[src/rtl/prog_loader.sv]
// Byte-stream program loader: length, little-endian data words, checksum.
// Writes instruction memory from word 0 and releases core reset on a good image.
module prog_loader #(
  parameter int unsigned ADDR_W = 13
) (
  input  logic              clk,
  input  logic              rst,
  input  logic              in_valid,
  input  logic [7:0]        in_data,
  output logic              in_ready,
  output logic              mem_we,
  output logic [ADDR_W-1:0] mem_addr,
  output logic [31:0]       mem_wdata,
  output logic              core_rst,
  output logic              load_done,
  output logic              load_err,
  output logic [ADDR_W:0]   word_cnt
);

  localparam int unsigned CNT_W   = ADDR_W + 1;
  localparam logic [31:0] MAX_LEN = 32'(1) << ADDR_W;

  typedef enum logic [2:0] {
    S_LEN  = 3'd0,
    S_DATA = 3'd1,
    S_CSUM = 3'd2,
    S_DONE = 3'd3,
    S_ERR  = 3'd4
  } state_e;

  state_e            state_q, state_d;
  logic [1:0]        byte_idx_q, byte_idx_d;
  logic [31:0]       len_q, len_d;
  logic [31:0]       word_q, word_d;
  logic [7:0]        csum_q, csum_d;
  logic [CNT_W-1:0]  word_cnt_q, word_cnt_d;
  logic              mem_we_q, mem_we_d;
  logic [ADDR_W-1:0] mem_addr_q, mem_addr_d;
  logic [31:0]       mem_wdata_q, mem_wdata_d;
  logic              core_rst_q, core_rst_d;
  logic              load_done_q, load_done_d;
  logic              load_err_q, load_err_d;

  logic              xfer_c;
  logic              byte_last_c;
  logic              last_word_c;
  logic [31:0]       len_full_c;
  logic [31:0]       word_full_c;

  // Bytes arrive LSB first, so shifting in from the top assembles little-endian values.
  assign xfer_c      = in_valid & in_ready;
  assign byte_last_c = (byte_idx_q == 2'd3);
  assign len_full_c  = {in_data, len_q[31:8]};
  assign word_full_c = {in_data, word_q[31:8]};
  assign last_word_c = ((32'(word_cnt_q) + 32'd1) == len_q);

  assign in_ready = !rst && ((state_q == S_LEN) || (state_q == S_DATA) || (state_q == S_CSUM));

  // State register
  always_ff @(posedge clk) begin
    if (rst) begin
      state_q <= S_LEN;
    end else begin
      state_q <= state_d;
    end
  end

  // Next-state logic
  always_comb begin
    state_d = state_q;
    case (state_q)
      S_LEN: begin
        if (xfer_c && byte_last_c) begin
          if (len_full_c > MAX_LEN) begin
            state_d = S_ERR;
          end else if (len_full_c == 32'd0) begin
            state_d = S_CSUM;
          end else begin
            state_d = S_DATA;
          end
        end
      end
      S_DATA: begin
        if (xfer_c && byte_last_c && last_word_c) begin
          state_d = S_CSUM;
        end
      end
      S_CSUM: begin
        if (xfer_c) begin
          state_d = (in_data == csum_q) ? S_DONE : S_ERR;
        end
      end
      S_DONE:  state_d = S_DONE;
      S_ERR:   state_d = S_ERR;
      default: state_d = S_ERR;
    endcase
  end

  // Datapath and registered-output next values
  always_comb begin
    byte_idx_d  = byte_idx_q;
    len_d       = len_q;
    word_d      = word_q;
    csum_d      = csum_q;
    word_cnt_d  = word_cnt_q;
    mem_we_d    = 1'b0;
    mem_addr_d  = mem_addr_q;
    mem_wdata_d = mem_wdata_q;

    case (state_q)
      S_LEN: begin
        if (xfer_c) begin
          len_d      = len_full_c;
          byte_idx_d = byte_idx_q + 2'd1;
        end
      end
      S_DATA: begin
        if (xfer_c) begin
          word_d     = word_full_c;
          byte_idx_d = byte_idx_q + 2'd1;
          csum_d     = csum_q + in_data;
          if (byte_last_c) begin
            mem_we_d    = 1'b1;
            mem_addr_d  = word_cnt_q[ADDR_W-1:0];
            mem_wdata_d = word_full_c;
            word_cnt_d  = word_cnt_q + CNT_W'(1);
          end
        end
      end
      default: ;
    endcase

    // Terminal states make these sticky without extra hold logic.
    load_done_d = (state_d == S_DONE);
    load_err_d  = (state_d == S_ERR);
    core_rst_d  = (state_d != S_DONE);
  end

  // Datapath and output registers
  always_ff @(posedge clk) begin
    if (rst) begin
      byte_idx_q  <= 2'd0;
      len_q       <= 32'd0;
      word_q      <= 32'd0;
      csum_q      <= 8'd0;
      word_cnt_q  <= '0;
      mem_we_q    <= 1'b0;
      mem_addr_q  <= '0;
      mem_wdata_q <= 32'd0;
      core_rst_q  <= 1'b1;
      load_done_q <= 1'b0;
      load_err_q  <= 1'b0;
    end else begin
      byte_idx_q  <= byte_idx_d;
      len_q       <= len_d;
      word_q      <= word_d;
      csum_q      <= csum_d;
      word_cnt_q  <= word_cnt_d;
      mem_we_q    <= mem_we_d;
      mem_addr_q  <= mem_addr_d;
      mem_wdata_q <= mem_wdata_d;
      core_rst_q  <= core_rst_d;
      load_done_q <= load_done_d;
      load_err_q  <= load_err_d;
    end
  end

  assign mem_we    = mem_we_q;
  assign mem_addr  = mem_addr_q;
  assign mem_wdata = mem_wdata_q;
  assign core_rst  = core_rst_q;
  assign load_done = load_done_q;
  assign load_err  = load_err_q;
  assign word_cnt  = word_cnt_q;

endmodule

[config.mk]
export PLATFORM = sky130hd
export DESIGN_NAME = prog_loader
export DESIGN_NICKNAME = d
export VERILOG_FILES = /design/src/rtl/prog_loader.sv
export SDC_FILE = /design/constraint.sdc
export NUM_CORES = 1
export LEC_CHECK = 0
export BUFFER_PORTS_ARGS = -buffer_cell sky130_fd_sc_hd__buf_2
export CORE_MARGIN = 2
export CORE_UTILIZATION = 61
export DETAILED_ROUTE_END_ITERATION = 12
export PLACE_DENSITY = 0.86
export SYNTH_ARGS = -nofsm -noshare
export SYNTH_HDL_FRONTEND = slang
export SYNTH_SLANG_ARGS = --single-unit
export TNS_END_PERCENT = 20
[constraint.sdc]
create_clock -name clk -period 3.2 [get_ports clk]
set_input_delay 0.64 -clock clk [delete_from_list [all_inputs] [get_ports clk]]
set_output_delay 0.64 -clock clk [all_outputs]
set_load 0.05 [all_outputs]
======== Word-level counts from Yosys, hierarchy flattened ========
Index checks and enable logic that the tools add are counted.
word-level totals
  word-level logic and storage cells ...... 51
  input bits .............................. 11
  register bits after elaboration ......... 140
  output and inout bits ................... 64
cells by class
  order comparisons ....................... 1
  equal/unequal tests ..................... 9
  multiplexer cells ....................... 8
  reductions and logical operators ........ 14
  $add $sub $neg .......................... 4
  bitwise gates (word level) .............. 3
operator list
  cell                     number
  $eq A15 B32 Y1           1
  $gt A32 B14 Y1 const B   1
  $logic_not A32 Y1        1
  $add A14 B1 Y15 const B  1
  $mux W3                  5
  $add A14 B1 Y14 const B  1
  $pmux W3 S4              1
  $eq A3 B2 Y1 const B     3
  $add A8 B8 Y8            1
  $eq A8 B8 Y1             1
  $reduce_and A2 Y1        3
  $eq A3 B1 Y1 const B     1
  $eq A3 B3 Y1 const B     1
  $logic_and A1 B1 Y1      3
  $logic_not A3 Y1         1
  $ne A3 B2 Y1 const B     1
  $reduce_and A3 Y1        1
  $reduce_or A3 Y1         1
  $add A2 B1 Y2 const B    1
  $eq A2 B2 Y1 const B     1
  $logic_or A1 B1 Y1       2
  $mux W2                  1
  $not A1 Y1               2
  $reduce_or A2 Y1         1
  3 further kinds          3

======== Logic depth before layout (Yosys ltp) ========
  depth after elaboration ................. 10
  gate-level depth with buffers ........... 10
  gate-level depth less buffers ........... 10

======== Least setup slack after synthesis ========
Ideal clock, no wire load.
  path type ............................... input port to flip-flop
  start point ............................. input rst
  end point ............................... register state_q[0]
  stages .................................. 7
  required time ........................... 3.084 ns
  slack ................................... 0.037 ns
  arrival ................................. 3.047 ns
  path buffers ............................ 1
  cells stage by stage .................... buf_2 a211oi_1 nand2_1 nor4_1 and4_1 nand4_1 a31o_1
between the ends
  longest elaborated chain between the ends .. 7
ends and longest elaborated chain
  element                  line    source
  start: declaration       7       input logic rst,
  $logic_not A1 Y1 (*)     57      assign in_ready = !rst && ((state_q == S_LEN) || (state_q == S_DATA) || (state_q == S_CSUM));
  $logic_and A1 B1 Y1 (*)  57
  via in_ready             10      output logic in_ready,
  $and A1 B1 Y1 (*)        51      assign xfer_c = in_valid & in_ready;
  $logic_and A1 B1 Y1      73, 84
  $logic_and A1 B1 Y1      84      if (xfer_c && byte_last_c && last_word_c) begin
  $mux W3                  84
  $pmux W3 S4 (*)          71      case (state_q)
  end signal: assignment   64      state_q <= state_d;
  end: declaration         31      state_e state_q, state_d;
The timed path passes the listed nets; every way through them passes the cells marked *.
A chain may end at the register's enable or synchronous reset.

======== Worst setup path after layout ========
  start point ............................. register word_cnt_q[0] (netlist: word_cnt[0])
  end point ............................... register state_q[0]
between the ends
  longest elaborated chain between the ends .. 5
ends and longest elaborated chain
  element                   line  source
  start: declaration        36    logic [CNT_W-1:0] word_cnt_q, word_cnt_d;
  start signal: assignment  158   word_cnt_q <= word_cnt_d;
  $add A14 B1 Y15           55    assign last_word_c = ((32'(word_cnt_q) + 32'd1) == len_q);
  $eq A15 B32 Y1            55
  $logic_and A1 B1 Y1       84
  $mux W3                   84
  $pmux W3 S4               71
Every way passes these cells.

==> metrics.md <==
| Metric | Value |
|---|---|
| Slowest cell on crit path | dfxtp_1 |
| Fraction of layout cells with a size suffix above 1 | 14.7% |
| First-pass GRT wire length | 22,400 um |
| Endpoint type of the worst setup path | flip-flop |
| Drt pass-1 iters | 5 |
| Layout Nets | 791 |
| Critical Path Fanout Max | 9 |
| RSZ-0062 raised after global routing | no |
| Reg-to-reg endpoint | state_q[0] |
| Slew Limit Fails | 0 |
| DIE HEIGHT | 99.5 um |
| YS warnings | 0 |
| Setup_tns | 0 ns |
| CTS Hold Bufs | 0 |
| Register area | 2640 um^2 |
| Longest Clk Path Bufs | 2 |
| Fin Clk Skew | 0.00996 ns |
| CP Launch Type | flip-flop |
| Fillers | 653 |
| Post-Syn Area | 5560 um^2 |
| Vias in the first global route | 4,787 |
| MaxCap Viol Count | 0 |
| Worst Path Arrival | 3.00 ns |
| DP Cell Count | 859 |
| CP max stage delay | 0.56 ns |
| DIE AREA | 9890 um^2 |
| Routed vias | 5,074 |
| Post-Synthesis Cells | 719 |
| Clk sinks | 132 |
| Hold Crit Endpoint | mem_wdata[25] |
| Setup-failing EPs final | 0 |
| Status | finished, final reports clean |
| Cell taking the most area after synthesis | dfxtp_1 |
| Max IR drop VDD | 415 uV |
| Area share of the largest cell type after synthesis | 47.5% |
| DPL Wire Length | 8720 um |
| Kind of cell adding the most delay to the critical path | simple AND/OR/NAND/NOR gates |
| Register area share after synthesis | 47.5% |
| GRT Util Overall | 28.1% |
| Routability Congestion | 0.892 |
| Synth top area cells | dfxtp_1 (48%), nand2_1 (16%), a21oi_1 (11%) |
| GR Overflow Total | 0 |
| Core area | 8760 um^2 |
| Cells along the critical path | ha_1, xor2_1, or4_1, nor4_1, and4_1, nand4_1, a31o_1 |
| Number of port buffers | 74 |
| Worst path bufs/invs | 0 |
| Worst hold path class | input pin to flip-flop |
| Synthesized area per cell | 7.73 um^2 |
| Largest net degree at the start of global routing | 61 |
| Final instance count without filler cells | 890 |
| Worst skew pair latency | 0.51 ns |
| Initial core utilization | 63.4% |
| DRT antenna net count | 0 |
| Num CTS Buffers | 17 |
| Die extent in x | 99.5 um |
| HP Start | in_data[1] |
| Root Driver | clkbuf_8 |
| Postcts setup bufs | 0 |
| P&R area growth vs syn | 17.3% |
| Fin. Hold Viols | 0 |
| Antenna Cells | 0 |
| Headroom to the max-slew limit | 61.3% |
| Synthesized net count | 740 |
| R2R depth | 7 |
| Pwr dens | 569 nW/um^2 |
| Reg2reg start | word_cnt[0] |
| Number of synthesized register bits | 132 |
| Antenna violations before repair | 0 |
| Final period util | 81.1% |
| WS Path Type | flip-flop to flip-flop |
| Lkg Pwr | 2.46 nW |
| Reg clk slew, reported paths | 0.06 ns |
| Resized cells post-CTS | 0 |
| DRT iter0 DRCs | 357 |
| Routed vias/inst | 5.70 |
| Pwr Total | 0.00371 W |
| Detail-routed net length per standard cell | 15.2 um |
| Fin crit period | 2.60 ns |
| Post-synth EDFFs | 0 |
| Rows | 34 |
| Highest clock rate | 0.385 GHz |
| Worst-margin pin slew | 0.580 ns |
| Synth cell types | 45 |
| Data required time of the worst path | 3.61 ns |
| CTS H-tree depth | 4 |
| CTS tree | done |
| Residual DRC count | 0 |
| Worst reg-to-reg setup slack | 0.60 ns |
| Multi-input combinational cell area | 2680 um^2 |
| Fraction of registers with async set/reset | 0% |
| WL final | 13,500 um |
| Dominant synthesized flop cell | dfxtp_1 |
| I/O pin count | 75 |
| WHS Path Cells | 3 |
-- state kept, by name (all words and copies together) (netlist names), 2 cells and up --
name and cells:
len_q 32, mem_wdata 32, word_q 24, word_cnt 14, mem_addr 13, csum_q 8, state_q 3, byte_idx_q 2
-- cell usage after synthesis (2+ instances only) --
cell type    n
nand3_1     10
or3_1        4
and2_1       2
xor2_1      15
buf_2       17
a21o_1       2
o21a_1       2
nand2b_1     5
nor2_1      32
and4_1       3
nor4_1      10
nand2_1    231
o21ai_0     10
nor3_1      12
nand3b_1     4
a31oi_1      3
inv_1        5
mux2i_1      2
a21oi_1    121
xnor2_1     19
and3_1       5
dfxtp_1    132
clkbuf_1    33
nor2b_1      6
a211oi_1     2
nand4_1      5
ha_1         9
-- power by group --
group	total (W)	internal, W	switching [W]
combinational	0.000119	0.0000355	0.0000830
clock	0.00193	0.00119	0.000738
sequential	0.00166	0.00165	0.00000806
total	0.00371	0.00288	0.000829
-- through the flow --
stage | cell area [um^2] | worst slack [ns] | hold WS, ns | util [%]
2_1_floorplan | 5560 | 0.0371 | 0.432 | -
3_3_place_gp | 5930 | 0.679 | 0.439 | 67.7
3_5_place_dp | 5930 | 0.641 | 0.443 | 67.7
4_1_cts | 6520 | 0.616 | 0.401 | 74.4
5_1_grt | 6520 | 0.508 | 0.423 | 74.4
6_report | 6520 | 0.604 | 0.421 | 74.4
-- cells in the final DEF, fill, tap and decap left out, types with 2 or more instances in the layout --
cell,count
bufinv_16,3
xor2_1,15
a31oi_1,3
nand2_1,231
nor2b_1,6
ha_1,9
xnor2_1,19
nor2_1,32
buf_4,9
nor3_1,12
dfxtp_1,132
and2_1,2
a21o_1,2
o21a_1,2
nand2b_1,5
nor4_1,10
inv_1,5
mux2i_1,2
inv_6,5
clkbuf_16,16
a211oi_1,2
a21oi_1,121
buf_2,73
nand3_1,10
and4_1,3
clkinvlp_4,4
nand3b_1,4
and3_1,5
or3_1,4
o21ai_0,10
nand4_1,5
-- layout make-up --
| class | count | share of cell area [%] |
|---|---|---|
| repair buffers | 83 | 6.95 |
| flip-flops and latches | 132 | 40.5 |
| clock inverters | 13 | 2.65 |
| multi-input cells | 530 | 41.1 |
| inverters | 6 | 0.345 |
| well taps | 108 | 2.07 |
| clock buffers | 18 | 6.41 |
-- worst register-to-register path, delay by kind of cell, from the launching register on --
family	cells	cell delay, ns
compound gates	1	0.25
xor+xnor	1	0.16
simple gates	4	1.19
fa+ha+maj	1	0.32
flops	1	0.56
-- layer usage --
layer  global-route usage, %  wire [um]  up-vias  part of all wire [%]
met5                       0          0        -                     0
met4                    11.1        248        0                   1.8
met3                    6.82        915       25                   6.8
met2                    48.4       6780      179                    50
met1                    33.9       5540     2378                    41
li1                        -          -     2492                     -
-- worst max-delay path by stage --
stage / cells past startpoint / slack [ns] / end / startpoint
after floorplan: 7 / 0.04 / state_q[0] / rst
after global placement: 7 / 0.68 / state_q[0] / word_cnt[0]
after detailed placement: 9 / 0.64 / csum_q[7] / in_data[1]
after CTS: 7 / 0.62 / state_q[0] / word_cnt[0]
after global routing: 7 / 0.51 / state_q[0] / word_cnt[0]
final: 7 / 0.60 / state_q[0] / word_cnt[0]
-- cells by family after synthesis --
family / count (synthesis) / synth area share (%)
xor gates and xnor gates: 34 / 5.36
muxes: 2 / 0.360
and+or+nand+nor: 333 / 25.5
AOI/OAI and AO/OA: 151 / 14.5
DFF: 132 / 47.5
buffers and inverters: 57 / 4.30
adders and majority gates: 10 / 2.39
Note: power is estimated with default switching activity, not from simulation.
